[src/rtl/nand_calib_pkg.sv]
// ---------------------------------------------------------------------------
// nand_calib_pkg : shared types and constants for NAND DQS calibration
// Rev 1.0
// ---------------------------------------------------------------------------
`default_nettype none

package nand_calib_pkg;

  localparam int NAND_IDELAY_TAPS = 32;
  localparam int NAND_TAP_W       = 5;
  localparam logic [NAND_TAP_W-1:0] NAND_TAP_MAX = 5'(NAND_IDELAY_TAPS - 1);

  typedef enum logic [3:0] {
    ST_IDLE       = 4'd0,
    ST_TAP_RST    = 4'd1,
    ST_SETTLE     = 4'd2,
    ST_REQ        = 4'd3,
    ST_WAIT       = 4'd4,
    ST_STEP       = 4'd5,
    ST_CTR_RST    = 4'd6,
    ST_CTR_SETTLE = 4'd7,
    ST_CTR_STEP   = 4'd8,
    ST_DONE       = 4'd9,
    ST_ERR        = 4'd10
  } calib_state_t;

endpackage

`default_nettype wire

[src/rtl/nand_calib_cnt.sv]
// ---------------------------------------------------------------------------
// nand_calib_cnt : loadable down-counter, saturates at zero
// Rev 1.0
// ---------------------------------------------------------------------------
`default_nettype none

module nand_calib_cnt #(
  parameter int WIDTH = 8
) (
  input  logic             clk,
  input  logic             rst,
  input  logic             load,
  input  logic [WIDTH-1:0] load_val,
  input  logic             en,
  output logic             zero
);

  logic [WIDTH-1:0] value;

  always_ff @(posedge clk or posedge rst) begin
    if (rst) begin
      value <= '0;
    end else if (load) begin
      value <= load_val;
    end else if (en && (value != '0)) begin
      value <= value - 1'b1;
    end
  end

  assign zero = (value == '0);

endmodule

`default_nettype wire

[src/rtl/nand_dqs_calib.sv]
// ---------------------------------------------------------------------------
// nand_dqs_calib : DQS IDELAY tap sweep, first-window search and centring.
// Optional pass_map port: define NAND_DQS_CALIB_MAP_EN.   Rev 1.0
// ---------------------------------------------------------------------------
`default_nettype none

module nand_dqs_calib
  import nand_calib_pkg::*;
#(
  parameter int SETTLE_CYCLES  = 16,
  parameter int MIN_WINDOW     = 4,
  parameter int TIMEOUT_CYCLES = 4096
) (
  input  logic                  clk0,
  input  logic                  rst0,
  input  logic                  calib_start,
  output logic                  train_req,
  input  logic                  train_done,
  input  logic                  train_pass,
  output logic                  dlyrst_dqs,
  output logic                  dlyce_dqs,
  output logic                  dlyinc_dqs,
  output logic [NAND_TAP_W-1:0] tap_cnt,
  output logic                  calib_busy,
  output logic                  calib_done,
  output logic                  calib_err,
  output logic [NAND_TAP_W-1:0] win_first,
  output logic [NAND_TAP_W-1:0] win_last
`ifdef NAND_DQS_CALIB_MAP_EN
  ,
  output logic [NAND_IDELAY_TAPS-1:0] pass_map
`endif
);

  calib_state_t          state;
  logic                  found;
  logic                  closed;
  logic [NAND_TAP_W-1:0] centre;

  logic settle_load, settle_en, settle_zero;
  logic tmo_load, tmo_en, tmo_zero;

  logic                  nxt_found;
  logic                  nxt_closed;
  logic [NAND_TAP_W-1:0] nxt_first;
  logic [NAND_TAP_W-1:0] nxt_last;
  logic [NAND_TAP_W:0]   nxt_width;
  logic [NAND_TAP_W:0]   nxt_sum;
  logic [NAND_TAP_W-1:0] nxt_centre;
  logic                  window_ok;

  always_comb begin
    settle_load = (state == ST_TAP_RST) || (state == ST_STEP) || (state == ST_CTR_RST);
    settle_en   = (state == ST_SETTLE) || (state == ST_CTR_SETTLE);
    tmo_load    = (state == ST_REQ);
    tmo_en      = (state == ST_WAIT);
  end

  nand_calib_cnt #(.WIDTH(8)) u_settle_cnt (
    .clk      (clk0),
    .rst      (rst0),
    .load     (settle_load),
    .load_val (8'(SETTLE_CYCLES - 1)),
    .en       (settle_en),
    .zero     (settle_zero)
  );

  nand_calib_cnt #(.WIDTH(16)) u_tmo_cnt (
    .clk      (clk0),
    .rst      (rst0),
    .load     (tmo_load),
    .load_val (16'(TIMEOUT_CYCLES - 1)),
    .en       (tmo_en),
    .zero     (tmo_zero)
  );

  // Window state as it will be after the current training result, so the
  // final tap can be evaluated in the same cycle its result arrives.
  always_comb begin
    nxt_found  = found;
    nxt_closed = closed;
    nxt_first  = win_first;
    nxt_last   = win_last;
    if (train_pass) begin
      if (!found) begin
        nxt_found = 1'b1;
        nxt_first = tap_cnt;
        nxt_last  = tap_cnt;
      end else if (!closed) begin
        nxt_last = tap_cnt;
      end
    end else if (found) begin
      nxt_closed = 1'b1;
    end
    nxt_width  = {1'b0, nxt_last} - {1'b0, nxt_first} + 6'd1;
    nxt_sum    = {1'b0, nxt_first} + {1'b0, nxt_last};
    nxt_centre = 5'(nxt_sum >> 1);
    window_ok  = nxt_found && (nxt_width >= 6'(MIN_WINDOW));
  end

  always_ff @(posedge clk0 or posedge rst0) begin
    if (rst0) begin
      state      <= ST_IDLE;
      train_req  <= 1'b0;
      dlyrst_dqs <= 1'b0;
      dlyce_dqs  <= 1'b0;
      dlyinc_dqs <= 1'b1;
      tap_cnt    <= '0;
      calib_busy <= 1'b0;
      calib_done <= 1'b0;
      calib_err  <= 1'b0;
      win_first  <= '0;
      win_last   <= '0;
      found      <= 1'b0;
      closed     <= 1'b0;
      centre     <= '0;
`ifdef NAND_DQS_CALIB_MAP_EN
      pass_map   <= '0;
`endif
    end else begin
      dlyrst_dqs <= 1'b0;
      dlyce_dqs  <= 1'b0;
      dlyinc_dqs <= 1'b1;
      case (state)
        ST_IDLE, ST_DONE, ST_ERR: begin
          if (calib_start) begin
            state      <= ST_TAP_RST;
            calib_busy <= 1'b1;
            calib_done <= 1'b0;
            calib_err  <= 1'b0;
            win_first  <= '0;
            win_last   <= '0;
            found      <= 1'b0;
            closed     <= 1'b0;
            centre     <= '0;
`ifdef NAND_DQS_CALIB_MAP_EN
            pass_map   <= '0;
`endif
          end
        end
        ST_TAP_RST: begin
          dlyrst_dqs <= 1'b1;
          tap_cnt    <= '0;
          state      <= ST_SETTLE;
        end
        ST_SETTLE: begin
          if (settle_zero) begin
            train_req <= 1'b1;
            state     <= ST_REQ;
          end
        end
        ST_REQ: begin
          state <= ST_WAIT;
        end
        ST_WAIT: begin
          if (train_done) begin
            train_req <= 1'b0;
            found     <= nxt_found;
            closed    <= nxt_closed;
            win_first <= nxt_first;
            win_last  <= nxt_last;
`ifdef NAND_DQS_CALIB_MAP_EN
            pass_map[tap_cnt] <= train_pass;
`endif
            if (tap_cnt != NAND_TAP_MAX) begin
              state <= ST_STEP;
            end else if (window_ok) begin
              centre <= nxt_centre;
              state  <= ST_CTR_RST;
            end else begin
              calib_busy <= 1'b0;
              calib_err  <= 1'b1;
              state      <= ST_ERR;
            end
          end else if (tmo_zero) begin
            train_req  <= 1'b0;
            calib_busy <= 1'b0;
            calib_err  <= 1'b1;
            state      <= ST_ERR;
          end
        end
        ST_STEP: begin
          dlyce_dqs <= 1'b1;
          tap_cnt   <= tap_cnt + 1'b1;
          state     <= ST_SETTLE;
        end
        ST_CTR_RST: begin
          dlyrst_dqs <= 1'b1;
          tap_cnt    <= '0;
          state      <= ST_CTR_SETTLE;
        end
        ST_CTR_SETTLE: begin
          if (settle_zero) begin
            if (centre == '0) begin
              calib_busy <= 1'b0;
              calib_done <= 1'b1;
              state      <= ST_DONE;
            end else begin
              state <= ST_CTR_STEP;
            end
          end
        end
        ST_CTR_STEP: begin
          if (tap_cnt == centre) begin
            calib_busy <= 1'b0;
            calib_done <= 1'b1;
            state      <= ST_DONE;
          end else begin
            dlyce_dqs <= 1'b1;
            tap_cnt   <= tap_cnt + 1'b1;
          end
        end
        default: begin
          state <= ST_IDLE;
        end
      endcase
    end
  end

endmodule

`default_nettype wire

[config.mk]
export PLATFORM = sky130hd
export DESIGN_NAME = nand_dqs_calib
export DESIGN_NICKNAME = d
export VERILOG_FILES = /design/src/rtl/nand_calib_pkg.sv /design/src/rtl/nand_calib_cnt.sv /design/src/rtl/nand_dqs_calib.sv
export SDC_FILE = /design/constraint.sdc
export NUM_CORES = 1
export LEC_CHECK = 0
export ABC_AREA = 0
export BUFFER_PORTS_ARGS = -buffer_cell sky130_fd_sc_hd__buf_2
export CAP_MARGIN = 20
export CORE_ASPECT_RATIO = 2
export CORE_MARGIN = 2
export CORE_UTILIZATION = 35
export CTS_BUF_LIST = sky130_fd_sc_hd__clkbuf_16
export CTS_CLUSTER_DIAMETER = 150
export CTS_CLUSTER_SIZE = 40
export DETAILED_ROUTE_END_ITERATION = 16
export RECOVER_POWER = 25
export SLEW_MARGIN = 15
export SYNTH_ARGS = -nofsm -noshare
export SYNTH_HDL_FRONTEND = slang
export SYNTH_SLANG_ARGS = --single-unit
[constraint.sdc]
create_clock -name clk0 -period 4.9 [get_ports clk0]
set_clock_uncertainty 0.1 [all_clocks]
set_input_delay 0.245 -clock clk0 [delete_from_list [all_inputs] [get_ports clk0]]
set_output_delay 0.245 -clock clk0 [all_outputs]
set_load 0.01 [all_outputs]
==> out/results.tsv <==
stage	metric	value	unit
yosys	Mapped Nets	409	
sta	Worst Tran Pin Value	3.09	ns
yosys	Post-synth top cells	56 x dfrtp_1, 38 x nand2_1, 27 x inv_1	
worst_hold_path	Min-Delay Path Class	input port to flip-flop	
floorplanning	row cnt	52	
yosys	post-synthesis sequential area ratio	0.387	
final_layout	Area Growth Syn to Fin	10.2	%
clock_network	H-tree depth	2	
critical_path	flop2flop setup slack	0.92	ns
critical_path	WP buf/inv	2	
sta	Final period util	0.812	
clock_network	clock tree root driver cell	clkbuf_16	
yosys	Seq cells post-synth	56	
clock_network	register clock-pin slew on the reported worst setup and hold paths	0.07	ns
placement	Post-DP HPWL	6.32	mm
critical_path	Data arrival, critical path	4.06	ns
global_route	met3 Usage GRT	0.0211	
global_route	Top Usage Layer GRT	met2	
clock_network	Max clock buf depth	2	
clock_network	hold-fix buffers at CTS	0	
yosys	unique cell type count in the Yosys netlist	66	
drt	drt wl/cell	15.7	um
sta	Setup TNS	0	ns
global_route	first-pass GRT wire length	14.1	mm
critical_path	cell count of the worst reg-to-reg path	12	
final_layout	Nets	428	
run	Max Cap Violations	1	
drt	TritonRoute pass-1 iters	4	
critical_path	Worst Setup EP	centre[4]	
yosys	total of warnings raised by yosys	0	
critical_path	Worst Path Max Fanout	7	
drt	Post-Route WL	8.40	mm
yosys	Mapped Area	3620	um^2
final_layout	fill count	1014	
critical_path	CP Class	flip-flop to flip-flop	
critical_path	critical path's largest stage delay	0.57	ns
sta	f_max	251	MHz
yosys	Avg Inst Size Synth	9.44	um^2
floorplanning	Die Wd	75.9	um
final_layout	share of layout cells above drive strength 1	0.150	
power	Max VDD drop	0.185	mV
critical_path	CP Launch Type	flip-flop	
global_route	total gr overflow	0	
yosys	Mapped Cells	383	
power	leakage power	1.75	nW
critical_path	FF-to-FF End	centre[4]	
yosys	Yosys top cell by area	dfrtp_1	
global_route	met1 track utilization from global routing	0.183	
yosys	Post-synth EDFFs	0	
floorplanning	Initial Utilization	0.359	
drt	DRC Markers	0	
clock_network	CTS Buf Count	5	
drt	vias per cell	5.28	
placement	RD Place Congestion	0.905	
clock_network	post-CTS setup buffer count	0	
yosys	most common cell in the netlist	dfrtp_1	
global_route	largest net degree at the start of global routing	57	
sta	final setup fails	0	
sta	final hold violations	0	
yosys	Async S/R FF share, synth	1.00	
global_route	number of global-route vias before repair	2891	
clock_network	Clk Latency, worst-skew pair	0.29	ns
critical_path	CP Cell Sequence	nand2b_1, o21ai_0, ha_1, inv_1, ha_1, inv_1, fa_1, nand2b_1, a21oi_1, xor2_1, a211oi_2, mux2_2	
final_layout	Register Area	1400	um^2
placement	I/O Buffers	25	
sta	Final Slew Violations	57	
critical_path	Critical Path Start	found	
critical_path	number of cells on the critical path	12	
yosys	Synth area leaders	dfrtp_1 39%, ha_1 6.6%, nand2_1 3.9%	
global_route	M2 GR Usage	0.294	
sta	WHS	0.231	ns
global_route	GRT Total Usage	0.165	
sta	Slew HR	-1.06	
final_layout	# diodes	0	
sta	unrepaired setup endpoints after global routing	no	
drt	final antenna-violating net count	0	
run_status	outcome	finished with violations	
clock_network	CTS tree	done	
yosys	most used flip-flop cell after synthesis	dfrtp_1	
drt	1st-iter DRT viols	72	
run_status	violated checks	capacitance limit, slew limit	
clock_network	PostCTS Resize Cnt	0	
critical_path	slowest stage cell, crit path	o21ai_0	
floorplanning	Die Y	148	um
sta	fin crit period	3.98	ns
floorplanning	Die ar.	11200	um^2
power	PD cells	480	nW/um^2
yosys	Yosys top cell area share	0.387	
critical_path	Crit. End Element	flip-flop	
floorplanning	CORE AREA	10100	um^2
final_layout	Multi-input gate area	2010	um^2
power	total power	1.91	mW
critical_path	family with the most delay on the worst path	compound AO/OA/AOI/OAI gates	
drt	Via Count	2829	
clock_network	clock sinks	56	
critical_path	worst r2r src	found	
global_route	initial antenna violation count	0	
critical_path	CP Data Required Time	4.98	ns
floorplanning	I/O pin count	27	
[power by group]
part | switching [mW] | internal [mW]
clock | 0.158 | 0.236
sequential | 0.141 | 0.545
combinational | 0.477 | 0.358
total | 0.776 | 1.14
[routing by layer]
| layer | wire (um) | vias up |
|---|---|---|
| met5 | 0 | - |
| met4 | 282 | 0 |
| met3 | 138 | 16 |
| met2 | 4700 | 32 |
| met1 | 3280 | 1391 |
| li1 | - | 1390 |
[logic make-up (layout without fill, tap and decap cells)]
family	count (synthesis)	after routing	synth area share
flops	56	56	0.387
other cells	1	1	0.00104
compound gates	91	91	0.178
fa+ha+maj	21	21	0.0768
buf+inv	44	62	0.0602
simple gates	133	133	0.198
xor+xnor	19	19	0.0460
mux	18	18	0.0529
[stage by stage]
step	std cells	worst slack [ns]	util	area, um^2
after detailed placement	530	0.924	0.380	3830
final	536	0.922	0.395	3990
after floorplan	383	1.32	-	3620
after CTS	536	0.900	0.395	3990
after global routing	536	0.548	0.395	3990
after global placement	530	1.03	0.380	3830
[layout by cell type (no fill, tap or decap), types with 2 or more instances in the layout]
cell type / netlist / layout
a211oi_1: 4 / 4
a21boi_0: 3 / 3
a21o_1: 2 / 2
a21oi_1: 18 / 18
a31oi_1: 2 / 2
and2b_2: 2 / 2
and3_1: 4 / 4
buf_2: 1 / 25
buf_4: 3 / 3
clkbuf_16: 0 / 5
dfrtp_1: 56 / 56
fa_1: 2 / 2
ha_1: 19 / 19
inv_1: 27 / 27
mux2_2: 5 / 5
mux2i_1: 12 / 12
nand2_1: 38 / 38
nand2b_1: 12 / 12
nand3_1: 11 / 11
nand3b_1: 2 / 2
nor2_1: 21 / 21
nor2b_1: 3 / 3
nor3_1: 7 / 7
nor3b_1: 2 / 2
nor4_1: 7 / 6
o211ai_1: 4 / 4
o21a_1: 6 / 6
o21ai_0: 19 / 19
o22ai_1: 3 / 3
o2bb2ai_1: 2 / 2
o31ai_1: 13 / 12
or3_1: 5 / 5
or4_1: 7 / 7
or4_4: 2 / 2
xnor2_1: 13 / 13
xor2_1: 6 / 6
[registers in the layout, indices dropped and copies added (netlist names), 4 cells and up]
| signal | count |
|---|---|
| centre | 5 |
| state | 4 |
| tap_cnt | 5 |
| u_settle_cnt.value | 8 |
| u_tmo_cnt.value | 16 |
| win_first | 5 |
| win_last | 5 |
[cell type report]
cell class                 count  share of cell area
multi-input combinational    283               0.504
sequential                    56               0.351
tap                          135              0.0424
timing repair buffer          29              0.0380
clock buffer                   5              0.0314
inverter                      27              0.0254
clock inverter                 1             0.00753
[worst reg2reg max path: cells and delay by family (launching register included)]
family                     cells  cell delay [ns]
xor gates and xnor gates       1             0.14
adders and majority gates      3             0.89
DFF                            1             0.42
AOI/OAI and AO/OA              3             1.31
buffers and inverters          2             0.12
and+or+nand+nor                2             0.49
muxes                          1             0.40
[how the worst min path moves through the flow]
stage	cells past startpoint	slack, ns	startpoint	endpoint
2_1_floorplan	1	0.36	closed	closed
3_3_place_gp	1	0.38	closed	closed
3_5_place_dp	3	0.40	rst0	u_tmo_cnt.value[7]
4_1_cts	3	0.1	rst0	u_tmo_cnt.value[7]
5_1_grt	3	0.24	train_pass	closed
6_report	3	0.23	train_pass	closed
Power figures use the tool's default switching activity.
